<file path="config.mk">
export PLATFORM = sky130hd
export DESIGN_NAME = vga_sync_gen
export DESIGN_NICKNAME = d
export VERILOG_FILES = /design/src/rtl/vga_sync_gen.sv
export SDC_FILE = /design/constraint.sdc
export NUM_CORES = 1
export LEC_CHECK = 0
export BUFFER_PORTS_ARGS = -buffer_cell sky130_fd_sc_hd__buf_2
export CELL_PAD_IN_SITES_DETAIL_PLACEMENT = 1
export CELL_PAD_IN_SITES_GLOBAL_PLACEMENT = 2
export CORE_MARGIN = 2
export CORE_UTILIZATION = 35
export DETAILED_ROUTE_END_ITERATION = 10
export GPL_TIMING_DRIVEN = 0
export PLACE_DENSITY_LB_ADDON = 0.1
export SETUP_SLACK_MARGIN = 0.2
export SLEW_MARGIN = 30
export SYNTH_ARGS = -nofsm -noshare
export SYNTH_HDL_FRONTEND = slang
export SYNTH_SLANG_ARGS = --single-unit
</file>
<file path="constraint.sdc">
create_clock -name clk -period 6.5 [get_ports clk]
set_clock_uncertainty 0.15 [all_clocks]
set_input_delay 0.325 -clock clk [delete_from_list [all_inputs] [get_ports clk]]
set_output_delay 0.325 -clock clk [all_outputs]
set_load 0.01 [all_outputs]
</file>
<file path="src/rtl/vga_sync_gen.sv">
// VGA timing generator: pixel enable at half clk rate, horizontal/vertical
// counters and registered sync, display-area and frame-tick outputs.
module vga_sync_gen #(
   parameter int unsigned H_ACTIVE = 640,
   parameter int unsigned H_FP     = 16,
   parameter int unsigned H_SYNC   = 96,
   parameter int unsigned H_BP     = 48,
   parameter int unsigned V_ACTIVE = 480,
   parameter int unsigned V_FP     = 10,
   parameter int unsigned V_SYNC   = 2,
   parameter int unsigned V_BP     = 33
) (
   input  logic       clk,
   input  logic       rst,
   output logic       pix_en,
   output logic [9:0] CounterX,
   output logic [8:0] CounterY,
   output logic       inDisplayArea,
   output logic       vga_h_sync,
   output logic       vga_v_sync,
   output logic       frame_tick
);

   localparam int unsigned H_TOTAL = H_ACTIVE + H_FP + H_SYNC + H_BP;
   localparam int unsigned V_TOTAL = V_ACTIVE + V_FP + V_SYNC + V_BP;

   localparam logic [9:0] H_LAST       = 10'(H_TOTAL - 1);
   localparam logic [9:0] H_VIS        = 10'(H_ACTIVE);
   localparam logic [9:0] H_SYNC_FIRST = 10'(H_ACTIVE + H_FP);
   localparam logic [9:0] H_SYNC_LAST  = 10'(H_ACTIVE + H_FP + H_SYNC - 1);
   localparam logic [9:0] V_LAST       = 10'(V_TOTAL - 1);
   localparam logic [9:0] V_VIS        = 10'(V_ACTIVE);
   localparam logic [9:0] V_LAST_VIS   = 10'(V_ACTIVE - 1);
   localparam logic [9:0] V_SYNC_FIRST = 10'(V_ACTIVE + V_FP);
   localparam logic [9:0] V_SYNC_LAST  = 10'(V_ACTIVE + V_FP + V_SYNC - 1);

   logic       r_pix_en;
   logic [9:0] r_h_cnt;
   logic [9:0] r_v_cnt;
   logic [8:0] r_cnt_y;
   logic       r_de;
   logic       r_hs;
   logic       r_vs;
   logic       r_ft;

   logic       w_h_wrap;
   logic [9:0] w_h_next;
   logic [9:0] w_v_next;

   // Next counter values; outputs below are decoded from these so they line up with the counters.
   always_comb begin
      w_h_wrap = r_pix_en && (r_h_cnt == H_LAST);
      w_h_next = r_h_cnt;
      w_v_next = r_v_cnt;
      if (r_pix_en) begin
         w_h_next = w_h_wrap ? 10'd0 : r_h_cnt + 10'd1;
      end
      if (w_h_wrap) begin
         w_v_next = (r_v_cnt == V_LAST) ? 10'd0 : r_v_cnt + 10'd1;
      end
   end

   always_ff @(posedge clk) begin
      if (rst) begin
         r_pix_en <= 1'b0;
         r_h_cnt  <= 10'd0;
         r_v_cnt  <= 10'd0;
         r_cnt_y  <= 9'd0;
         r_de     <= 1'b0;
         r_hs     <= 1'b1;
         r_vs     <= 1'b1;
         r_ft     <= 1'b0;
      end else begin
         r_pix_en <= ~r_pix_en;
         r_h_cnt  <= w_h_next;
         r_v_cnt  <= w_v_next;
         r_cnt_y  <= (w_v_next < V_VIS) ? w_v_next[8:0] : 9'd0;
         r_de     <= (w_h_next < H_VIS) && (w_v_next < V_VIS);
         r_hs     <= !((w_h_next >= H_SYNC_FIRST) && (w_h_next <= H_SYNC_LAST));
         r_vs     <= !((w_v_next >= V_SYNC_FIRST) && (w_v_next <= V_SYNC_LAST));
         // Pulses for the cycle following the step from the last visible line into blanking.
         r_ft     <= w_h_wrap && (r_v_cnt == V_LAST_VIS);
      end
   end

   assign pix_en        = r_pix_en;
   assign CounterX      = r_h_cnt;
   assign CounterY      = r_cnt_y;
   assign inDisplayArea = r_de;
   assign vga_h_sync    = r_hs;
   assign vga_v_sync    = r_vs;
   assign frame_tick    = r_ft;

endmodule

</file>
### Word-level counts from Yosys, hierarchy flattened

Index checks and enable logic that the tools add are counted.

| word-level totals | value |
|---|---|
| register bits | 34 |
| input port bits | 2 |
| output and inout bits | 24 |

| cells by class | value |
|---|---|
| $add $sub $neg | 2 |
| magnitude comparators | 6 |
| equality and inequality tests | 3 |
| mux-type cells | 4 |
| bitwise operators | 2 |
| reductions and logical operators | 8 |

Operators with widths:

| operator | number |
|---|---|
| $mux W10 | 4 |
| $add A10 B1 Y10 const B | 2 |
| $eq A10 B10 Y1 const B | 2 |
| $eq A10 B9 Y1 const B | 1 |
| $ge A10 B10 Y1 const B | 1 |
| $ge A10 B9 Y1 const B | 1 |
| $le A10 B10 Y1 const B | 1 |
| $le A10 B9 Y1 const B | 1 |
| $lt A10 B10 Y1 const B | 1 |
| $lt A10 B9 Y1 const B | 1 |
| $logic_and A1 B1 Y1 | 5 |
| $logic_not A1 Y1 | 2 |
| $not A1 Y1 | 2 |
| $reduce_or A2 Y1 | 1 |

### Logic depth before layout (Yosys ltp)

| depth | value |
|---|---|
| depth in word-level cells | 7 |
| depth in mapped cells | 8 |
| gate-level depth less buffers | 8 |

### Worst setup path after synthesis

No wires, ideal clock.

| path | value |
|---|---|
| kind | flip-flop to flip-flop |
| from | reg r_h_cnt[5], in the netlist CounterX[5] |
| to | reg r_cnt_y[0], in the netlist CounterY[0] |
| arrival | 2.277 ns |
| path slack | 3.944 ns |
| cell stages (with the launch flop) | 8 |
| cells stage by stage | dfxtp_1 -> or3_4 -> or4_4 -> buf_6 -> nor4_1 -> o211ai_1 -> o31ai_4 -> nor2_1 |

| between the ends | value |
|---|---|
| word-level cells in the longest chain between the ends | 6 |

RTL lines:

| item | line | text |
|---|---|---|
| start, declared | 38 | `logic [9:0] r_h_cnt;` |
| start signal, assigned | 75 | `r_h_cnt <= w_h_next;` |
| $eq A10 B10 Y1 * | 52 | `w_h_wrap = r_pix_en && (r_h_cnt == H_LAST);` |
| $logic_and A1 B1 Y1 * | 52 |  |
| $mux W10 * | 58 | `if (w_h_wrap) begin` |
| $lt A10 B9 Y1 | 77 | `r_cnt_y <= (w_v_next < V_VIS) ? w_v_next[8:0] : 9'd0;` |
| $not A1 Y1 (no source line) | -- |  |
| $reduce_or A2 Y1 (no source line) | -- |  |
| end signal, assigned | 77 |  |
| end, declared | 40 | `logic [8:0] r_cnt_y;` |

Mark *: on every way between the ends. The rest lies on a longest branch, timed or not.
A chain may end at the register's enable or synchronous reset.

### Worst setup path after layout

| path | value |
|---|---|
| from | reg r_h_cnt[5], in the netlist CounterX[5] |
| to | reg r_cnt_y[4], in the netlist CounterY[4] |

Same word-level chain as after synthesis.

==> flow_metrics.env <==
export IMPL_chipHeight_um=71.8
export IMPL_finalMaxSlewViolations=0
export IMPL_r2r_cells=7
export IMPL_hp_class="input pin to register"
export IMPL_final_setup_viol_count=0
export IMPL_remaining_drc_errors=0
export IMPL_arrival_ns=2.98
export IMPL_cts_buffer_depth=2
export IMPL_worstPathMaxFanout=10
export IMPL_routed_via_density=5.39
export IMPL_period_share_pct=44.7
export IMPL_cp_data_required_time_ns=6.57
export IMPL_synth_compound_area_share_pct=10.9
export IMPL_rsz0062_at_grt="false"
export IMPL_power_density_mw_per_mm2=197
export IMPL_endpoint_kind="register"
export IMPL_globalplace_congestion=0.753
export IMPL_postRouteAntennaNets=0
export IMPL_final_area_mm2=0.00188
export IMPL_synth_top_cell_area_share_pct=42.3
export IMPL_outcome="complete, no violations"
export IMPL_final_nets=227
export IMPL_vias=1478
export IMPL_crit_type="register to register"
export IMPL_n_antenna_cell=0
export IMPL_die_width_um=71.8
export IMPL_rrSetupSlack_ns=3.59
export IMPL_synth_seq_cells=34
export IMPL_dp_cells=267
export IMPL_synth_top_family_by_area="simple AND/OR/NAND/NOR gates"
export IMPL_leakage_nw=0.737
export IMPL_synthMostInstantiatedCell="nor2_1"
export IMPL_grt_overflow_total=0
export IMPL_grt_max_degree=11
export IMPL_utilization_pct=42.8
export IMPL_yosys_area_top_type="dfxtp_1"
export IMPL_numCtsBuffers=5
export IMPL_worstReg2RegEnd="CounterY[4]"
export IMPL_die_area_mm2=0.00515
export IMPL_syn_nets=195
export IMPL_hold_depth=2
export IMPL_path_cells="or3_4, nor4_1, clkbuf_1, o21ai_0, a211oi_2, o31ai_4, nor2_1"
export IMPL_htreeDepth=2
export IMPL_synth_xor_area_share_pct=4.36
export IMPL_ys_seq_area_share_pct=42.3
export IMPL_pre_cts_ws_ns=3.59
export IMPL_setup_tns_final_ns=0
export IMPL_synthAdderAreaFrac_pct=2.33
export IMPL_totalWireLength_um=4070
export IMPL_grt_pass1_wl_um=6800
export IMPL_num_io_pins=26
export IMPL_final_layout_size_suffix_gt1_share_pct=18.5
export IMPL_cts_sinks=34
export IMPL_area_growth_pct=16.7
export IMPL_start_util_pct=36.7
export IMPL_row_count=24
export IMPL_worstSetupStartpointType="register"
export IMPL_hold_viol_final=0
export IMPL_post_cts_setup_buffer_count=0
export IMPL_syn_cell_area_mm2=0.00161
export IMPL_syn_area_per_cell_um2=8.46
export IMPL_clkSlewWorstSetupHoldPaths_ns=0.07
export IMPL_io_buffer_count=25
export IMPL_hold_path_end="frame_tick"
export IMPL_grt_pass1_vias=1471
export IMPL_synthTopCellsByArea="dfxtp_1, nor2_1, nand2_1"
export IMPL_min_delay_start="rst"
export IMPL_ir_worst_vdd_mv=0.0808
export IMPL_design_core_area_mm2=0.00438
export IMPL_setup_ws_ns=3.59
export IMPL_clkLatencyLatePin_ns=0.29
export IMPL_synthTopCellsByCount="nor2_1, dfxtp_1, nand2_1"
export IMPL_grt_usage_pct=17.3
export IMPL_ctsHoldBuffers=0
export IMPL_synthDistinctLibCells=41
export IMPL_ys_flop_type="dfxtp_1"
export IMPL_dp_hpwl_um=3020
export IMPL_timing_slew_headroom_pct=61.1
export IMPL_fmax_ghz=0.344
export IMPL_cts_tree="done"
export IMPL_max_cap_violations=0
export IMPL_synth_warnings=0
export IMPL_timing_rr_start="CounterX[5]"
export IMPL_post_route_min_period_ns=2.91
export IMPL_dpl_cell_area_mm2=0.00180
export IMPL_cts_root_buffer="clkbuf_8"
export IMPL_drt_first_pass_iters=4
export IMPL_finalNonFillerCells=274
export IMPL_muxShareOfSynthArea_pct=3.74
export IMPL_slowest_stage="clkbuf_1"
export IMPL_post_cts_resized=0
export IMPL_synth_edff_count=0
export IMPL_yosys_area_share_simple_pct=32.8
export IMPL_drtIter0Drc=30
export IMPL_worst_pin_slew_ns=0.584
export IMPL_antenna_found_initial=0
export IMPL_synthArstFlopShare_pct=0
export IMPL_syn_inst=190
export IMPL_cpPeakStageDelay_ns=0.50
export IMPL_wire_per_inst_um=14.8
[metrics by stage]
stage / hold WS (ns) / total power [mW]
global placement: 0.340 / 0.228
global route: 0.200 / 0.388
finish: 0.190 / 0.370
CTS: 0.195 / 0.373
floorplan: 0.252 / 0.223
detailed placement: 0.373 / 0.228
[placed cells by master (no fill, tap or decap), types with 3 or more instances in the layout]
master    instances
nor3_1            9
o21ai_0           6
nand2_1          18
nand3_1           5
ha_1              3
or3_1             3
clkbuf_8          5
a21oi_1           7
xor2_1            6
inv_1             3
nor4_1            4
nand4_1           8
buf_2            26
nor2_1           38
dfxtp_1          34
mux2i_1           6
clkbuf_1          8
[critical path, delay by kind of cell (launching register included)]
| kind | cells | cell delay (ns) |
|---|---|---|
| flip-flops | 1 | 0.36 |
| AND/OR/NAND/NOR | 3 | 0.90 |
| AO/OA/AOI/OAI | 3 | 0.92 |
| buffers and inverters | 1 | 0.50 |
[cells by family after synthesis]
logic type | Yosys count
fa+ha+maj | 3
xor+xnor | 8
mux | 6
buf+inv | 13
compound gates | 25
flops | 34
simple gates | 101
[power by group]
part	switching (mW)	leakage, nW	internal, mW
logic	0.00806	0.418	0.00411
clock network	0.0751	0.0438	0.0718
registers	0.00137	0.275	0.210
[sequential cells by signal, indices dropped and copies added, names as in the netlist]
signal,cells
CounterY,9
r_v_cnt,10
inDisplayArea,1
frame_tick,1
CounterX,10
vga_h_sync,1
pix_en,1
vga_v_sync,1
[layout make-up]
class	instances	area [µm²]
fillers	565	2510
multi-input cells	143	870
flip-flops and latches	34	681
repair buffers	25	125
clock buffers	5	68.8
well taps	52	65.1
plain buffers	10	46.3
inverters	3	11.3
clock inverters	2	10.0
[how the worst max path moves through the flow]
| stage | startpoint | end | slack [ns] | cells after the start |
|---|---|---|---|---|
| 2_1_floorplan | CounterX[5] | CounterY[0] | 3.94 | 7 |
| 3_3_place_gp | CounterX[5] | inDisplayArea | 3.64 | 7 |
| 3_5_place_dp | CounterX[5] | CounterY[6] | 3.59 | 7 |
| 4_1_cts | CounterX[5] | CounterY[4] | 3.57 | 7 |
| 5_1_grt | pix_en | inDisplayArea | 3.33 | 8 |
| 6_report | CounterX[5] | CounterY[4] | 3.59 | 7 |
[per-layer routing]
metal	up-vias	global-route usage, %	routed length, µm
li1	729	-	-
met1	725	19.9	1870
met2	19	30.1	2000
met3	5	5.06	143
met4	0	6.50	52
met5	-	0	0
(Power assumes the default switching activity.)
